[config.mk]
export PLATFORM = sky130hd
export DESIGN_NAME = wb_gain_ctrl
export DESIGN_NICKNAME = d
export VERILOG_FILES = /design/src/rtl/wb_gain_ctrl_pkg.sv /design/src/rtl/wb_frame_cnt.sv /design/src/rtl/wb_gain_ctrl.sv
export SDC_FILE = /design/constraint.sdc
export NUM_CORES = 1
export LEC_CHECK = 0
export BUFFER_PORTS_ARGS = -buffer_cell sky130_fd_sc_hd__buf_2
export CORE_AREA = 2 2 173 175
export DETAILED_ROUTE_END_ITERATION = 7
export DIE_AREA = 0 0 175 177
export PLACE_DENSITY_LB_ADDON = 0.1
export SKIP_CTS_REPAIR_TIMING = 1
export SYNTH_ARGS = -nofsm -noshare
export SYNTH_HDL_FRONTEND = slang
export SYNTH_SLANG_ARGS = --single-unit
[constraint.sdc]
create_clock -name clk -period 2 [get_ports clk]
set_input_delay 0.2 -clock clk [delete_from_list [all_inputs] [get_ports clk]]
set_output_delay 0.2 -clock clk [all_outputs]
set_load 0.005 [all_outputs]
[src/rtl/wb_gain_ctrl_pkg.sv]
// Shared constants and types for the white-balance gain controller.
package wb_gain_ctrl_pkg;

    localparam int unsigned GAIN_BITS = 39;

    // Unsigned gains with 32 fractional bits
    localparam logic [GAIN_BITS-1:0] GAIN_ONE = 39'd4294967296;   // 1.0
    localparam logic [GAIN_BITS-1:0] GAIN_MAX = 39'd34359738368;  // 8.0

    localparam int unsigned ADDR_W = 3;

    localparam logic [ADDR_W-1:0] ADDR_CTRL      = 3'd0;
    localparam logic [ADDR_W-1:0] ADDR_GAIN_R    = 3'd1;
    localparam logic [ADDR_W-1:0] ADDR_GAIN_G    = 3'd2;
    localparam logic [ADDR_W-1:0] ADDR_GAIN_B    = 3'd3;
    localparam logic [ADDR_W-1:0] ADDR_FRAME_CNT = 3'd4;

    typedef enum logic {
        IDLE = 1'b0,
        RESP = 1'b1
    } host_state_e;

endpackage

[src/rtl/wb_frame_cnt.sv]
// Pixel position tracking and end-of-frame detection for the gain controller.
module wb_frame_cnt
    import wb_gain_ctrl_pkg::*;
#(
    parameter int unsigned ROW_WIDTH = 1936,
    parameter int unsigned COL_WIDTH = 1088
) (
    input  logic clk,
    input  logic rst,
    input  logic per_img_clken,
    output logic frame_end_c,
    output logic frame_done
);

    localparam int unsigned COL_BITS = (ROW_WIDTH > 1) ? $clog2(ROW_WIDTH) : 1;
    localparam int unsigned ROW_BITS = (COL_WIDTH > 1) ? $clog2(COL_WIDTH) : 1;
    localparam logic [COL_BITS-1:0] COL_LAST = COL_BITS'(ROW_WIDTH - 1);
    localparam logic [ROW_BITS-1:0] ROW_LAST = ROW_BITS'(COL_WIDTH - 1);

    logic [COL_BITS-1:0] col;
    logic [ROW_BITS-1:0] row;

    // Last pixel of the frame is being delivered this cycle
    assign frame_end_c = per_img_clken && (col == COL_LAST) && (row == ROW_LAST);

    // Advance col/row on each valid pixel and register the end-of-frame pulse
    always_ff @(posedge clk) begin
        if (rst) begin
            col        <= '0;
            row        <= '0;
            frame_done <= 1'b0;
        end else begin
            frame_done <= frame_end_c;
            if (per_img_clken) begin
                if (col == COL_LAST) begin
                    col <= '0;
                    row <= (row == ROW_LAST) ? '0 : row + ROW_BITS'(1);
                end else begin
                    col <= col + COL_BITS'(1);
                end
            end
        end
    end

endmodule

[src/rtl/wb_gain_ctrl.sv]
// White-balance gain controller: host register access plus frame-synchronous
// gain commit (manual staging gains or auto gains).
// Optional build macro: WB_GAIN_CLAMP_EN clamps staged and auto gains to 8.0.
module wb_gain_ctrl
    import wb_gain_ctrl_pkg::*;
#(
    parameter int unsigned ROW_WIDTH = 1936,
    parameter int unsigned COL_WIDTH = 1088,
    parameter int unsigned GAIN_W    = 39
) (
    input  logic              clk,
    input  logic              rst,
    input  logic              per_img_clken,
    input  logic [GAIN_W-1:0] auto_gain_r,
    input  logic [GAIN_W-1:0] auto_gain_g,
    input  logic [GAIN_W-1:0] auto_gain_b,
    input  logic              cfg_valid,
    output logic              cfg_ready,
    input  logic              cfg_we,
    input  logic [2:0]        cfg_addr,
    input  logic [GAIN_W-1:0] cfg_wdata,
    output logic              rsp_valid,
    input  logic              rsp_ready,
    output logic [GAIN_W-1:0] rsp_rdata,
    output logic [GAIN_W-1:0] out_gain_r,
    output logic [GAIN_W-1:0] out_gain_g,
    output logic [GAIN_W-1:0] out_gain_b,
    output logic              frame_done,
    output logic [15:0]       frame_cnt
);

    localparam logic [GAIN_W-1:0] GAIN_ONE_W = GAIN_W'(GAIN_ONE);
    localparam logic [GAIN_W-1:0] GAIN_MAX_W = GAIN_W'(GAIN_MAX);

    host_state_e       state;
    logic              manual_en;
    logic [GAIN_W-1:0] stg_gain_r;
    logic [GAIN_W-1:0] stg_gain_g;
    logic [GAIN_W-1:0] stg_gain_b;
    logic [GAIN_W-1:0] read_data_c;
    logic [GAIN_W-1:0] wdata_lim_c;
    logic              accept_c;
    logic              frame_end_c;

    // Saturate a gain at 8.0 when clamping is built in
    function automatic logic [GAIN_W-1:0] clamp_gain(input logic [GAIN_W-1:0] g);
`ifdef WB_GAIN_CLAMP_EN
        return (g > GAIN_MAX_W) ? GAIN_MAX_W : g;
`else
        return g;
`endif
    endfunction

    wb_frame_cnt #(
        .ROW_WIDTH (ROW_WIDTH),
        .COL_WIDTH (COL_WIDTH)
    ) u_frame_cnt (
        .clk           (clk),
        .rst           (rst),
        .per_img_clken (per_img_clken),
        .frame_end_c   (frame_end_c),
        .frame_done    (frame_done)
    );

    assign accept_c    = cfg_valid && cfg_ready;
    assign wdata_lim_c = clamp_gain(cfg_wdata);

    // Register read mux, sampled from pre-update state at acceptance
    always_comb begin
        read_data_c = '0;
        case (cfg_addr)
            ADDR_CTRL:      read_data_c = GAIN_W'(manual_en);
            ADDR_GAIN_R:    read_data_c = stg_gain_r;
            ADDR_GAIN_G:    read_data_c = stg_gain_g;
            ADDR_GAIN_B:    read_data_c = stg_gain_b;
            ADDR_FRAME_CNT: read_data_c = GAIN_W'(frame_cnt);
            default:        read_data_c = '0;
        endcase
    end

    // Host handshake FSM: a read parks in RESP until the response is taken
    always_ff @(posedge clk) begin
        if (rst) begin
            state     <= IDLE;
            cfg_ready <= 1'b1;
            rsp_valid <= 1'b0;
            rsp_rdata <= '0;
        end else begin
            case (state)
                IDLE: begin
                    if (accept_c && !cfg_we) begin
                        state     <= RESP;
                        cfg_ready <= 1'b0;
                        rsp_valid <= 1'b1;
                        rsp_rdata <= read_data_c;
                    end
                end
                RESP: begin
                    if (rsp_ready) begin
                        state     <= IDLE;
                        cfg_ready <= 1'b1;
                        rsp_valid <= 1'b0;
                    end
                end
                default: begin
                    state     <= IDLE;
                    cfg_ready <= 1'b1;
                    rsp_valid <= 1'b0;
                end
            endcase
        end
    end

    // Host writes into ctrl and staging gains; addresses 4..7 are ignored
    always_ff @(posedge clk) begin
        if (rst) begin
            manual_en  <= 1'b0;
            stg_gain_r <= GAIN_ONE_W;
            stg_gain_g <= GAIN_ONE_W;
            stg_gain_b <= GAIN_ONE_W;
        end else if (accept_c && cfg_we) begin
            case (cfg_addr)
                ADDR_CTRL:   manual_en  <= cfg_wdata[0];
                ADDR_GAIN_R: stg_gain_r <= wdata_lim_c;
                ADDR_GAIN_G: stg_gain_g <= wdata_lim_c;
                ADDR_GAIN_B: stg_gain_b <= wdata_lim_c;
                default: ;
            endcase
        end
    end

    // Frame-boundary commit of output gains; old staging wins over a same-cycle write
    always_ff @(posedge clk) begin
        if (rst) begin
            out_gain_r <= GAIN_ONE_W;
            out_gain_g <= GAIN_ONE_W;
            out_gain_b <= GAIN_ONE_W;
        end else if (frame_end_c) begin
            if (manual_en) begin
                out_gain_r <= stg_gain_r;
                out_gain_g <= stg_gain_g;
                out_gain_b <= stg_gain_b;
            end else begin
                out_gain_r <= clamp_gain(auto_gain_r);
                out_gain_g <= clamp_gain(auto_gain_g);
                out_gain_b <= clamp_gain(auto_gain_b);
            end
        end
    end

    // Completed-frame counter, free-running modulo 2^16
    always_ff @(posedge clk) begin
        if (rst) begin
            frame_cnt <= '0;
        end else if (frame_end_c) begin
            frame_cnt <= frame_cnt + 16'd1;
        end
    end

endmodule

==> results.json <==
{
  "status": "finished, final reports clean",
  "first_global_vias": 12925,
  "worstPathArrival_ns": 2.33,
  "clk_path_buf_depth": 3,
  "finalSetupTns_ns": 0,
  "wl_um": 47300,
  "postPlaceCellArea_um2": 16400,
  "final_cell_mix": "buf_2, dfxtp_1, nand2_1",
  "ios": 340,
  "critPathMaxFanout": 12,
  "grt_max_degree": 117,
  "hold_violations": 0,
  "final_cell_area_um2": 18100,
  "synth_edf_count": 0,
  "synth_warnings": 0,
  "synthFlopType": "dfxtp_1",
  "end_kind": "register",
  "yosysSeqAreaShare_pct": 44.9,
  "grtUsageTotal_pct": 29.1,
  "numPortBuffers": 339,
  "antenna_found_initial": 5,
  "irDropWorstVdd_uv": 493,
  "dp_slack_ns": -0.0569,
  "period_minus_slack_ns": 1.91,
  "route.detailed.drc": 0,
  "die_y_um": 177,
  "dp.final_hpwl_um": 31800,
  "rsz0062_at_grt": "false",
  "layout_commonest_cell": "buf_2",
  "setup_ws_ns": 0.0922,
  "cts_tree": "yes",
  "overflow": 0,
  "initial_core_util_pct": 48.2,
  "nNetsFinal": 2173,
  "netlist_area_um2": 14100,
  "cts_num_sinks": 316,
  "drt-vias-per-instance": 5.63,
  "slew_viol_final": 0,
  "ys_seq_elements": 316,
  "final.period_utilization_pct": 95.4,
  "ant_nets": 0,
  "drive_gt1_share_pct": 32.3,
  "netlist-cell-type-count": 47,
  "cts_max_level": 2,
  "syn_avg_cell_area_um2": 8.46,
  "syn-instance-count": 1667,
  "crit_path_start_kind": "register",
  "clockRootBuffer": "clkbuf_16",
  "die_x_um": 175,
  "drt_iter0_drc": 960,
  "max_freq_mhz": 524,
  "finalSetupViolCount": 0,
  "cts_buffers": 37,
  "drtPass1Iterations": 5,
  "clk_latency_ns": 0.53,
  "fin_skew_ns": 0.0161,
  "clk_pin_slew_ns": 0.06,
  "wl_per_cell_um": 19.6,
  "grt_pass1_wl_um": 71700,
  "critPathKind": "reg2reg",
  "power_leakage_nw": 7.10,
  "vias": 13634,
  "cp.required_ns": 2.42,
  "design.core.area_um2": 29200,
  "p_per_area_nw_per_um2": 763,
  "relSlewSlack_pct": 14.7,
  "row_count": 63,
  "async_flop_share_pct": 0,
  "area_delta_synth_final_pct": 28.5,
  "worst_slew_pin_slew_ns": 1.28,
  "max_cap_violations": 0,
  "dieArea_um2": 31000,
  "synth_nets": 1835,
  "hold_path.class": "in2reg",
  "gp_congestion": 0.877
}
-- cells in the mapped netlist (9+ instances only) --
library cell	instances	area, µm²
dfxtp_1	316	6330
nand2_1	268	1010
o21ai_0	139	696
buf_1	12	45.0
buf_2	17	85.1
clkbuf_1	119	447
nand4_1	9	56.3
mux2_2	165	1860
a22o_1	38	333
nor2_1	56	210
nand3_1	127	636
nor3_1	15	75.1
nor2b_1	14	87.6
a22oi_1	38	285
a21oi_1	241	1210
inv_1	9	33.8
-- path summary, 6_finish.rpt --
path / depth (start not counted) / startpoint / end / slack [ns]
worst min-delay path: 3 / per_img_clken / u_frame_cnt.col[0] / 0.009
worst min register to register: 2 / rsp_valid / rsp_valid / 0.45
worst max register to register: 5 / u_frame_cnt.col[4] / frame_cnt[15] / 0.09
worst max-delay path: 5 / u_frame_cnt.col[4] / frame_cnt[15] / 0.09
-- cell type report --
class	count	area [µm²]
Inverter	9	33.8
Tap cell	390	488
Clock inverter	9	105
Multi-Input combinational cell	1188	7180
Timing Repair Buffer	453	2900
Antenna cell	3	7.51
Sequential cell	316	6330
Fill cell	2617	11100
Clock buffer	52	1070
-- registers in the layout, summed over array words and instances (netlist names), 16 cells and up --
name        flops
frame_cnt      16
out_gain_b     39
out_gain_g     39
out_gain_r     39
rsp_rdata      39
stg_gain_b     39
stg_gain_g     39
stg_gain_r     39
-- per-layer routing --
metal	vias to the layer above	part of all wire, %	track usage [%]
li1	6558	-	-
met1	6487	41	36.1
met2	504	48	49.3
met3	83	7.3	7.02
met4	2	3.1	10.1
met5	-	0.034	0
-- per-stage QoR --
stage | hold WS (ns) | power (W) | cells | utilization, %
after floorplan | 0.321 | 0.00689 | 1667 | -
after global placement | 0.433 | 0.00725 | 2309 | 56.1
after detailed placement | 0.440 | 0.00725 | 2309 | 56.1
after CTS | -0.0918 | 0.0138 | 2370 | 60.2
after global routing | 0.0246 | 0.0143 | 2419 | 62.0
final | 0.00851 | 0.0138 | 2420 | 62.0
-- where the power goes --
| part | internal, W | leakage (nW) | switching, W | total (W) |
|---|---|---|---|---|
| Sequential | 0.00634 | 2.55 | 0.0000374 | 0.00637 |
| Combinational | 0.000380 | 3.97 | 0.000438 | 0.000818 |
| Clock | 0.00399 | 0.584 | 0.00264 | 0.00664 |
-- kinds of logic (layout without fill, tap and decap cells) --
family	Yosys count	after routing	share of synthesized area, %
multiplexers	172	172	13.7
flip-flops	316	316	44.9
XOR/XNOR	12	12	0.745
AND/OR/NAND/NOR	533	533	17.2
AO/OA/AOI/OAI	468	468	18.6
adder cells (fa/ha/maj)	3	3	0.266
other	0	3	0
buffers and inverters	163	523	4.70
-- worst max-delay path: stages (launching register included) --
cell and delay (ns):
dfxtp_1 0.37, nor4b_4 0.40, nand4_4 0.15, buf_12 0.18
nor4_1 0.33, mux2_2 0.37
Note: power is estimated with default switching activity, not from simulation.
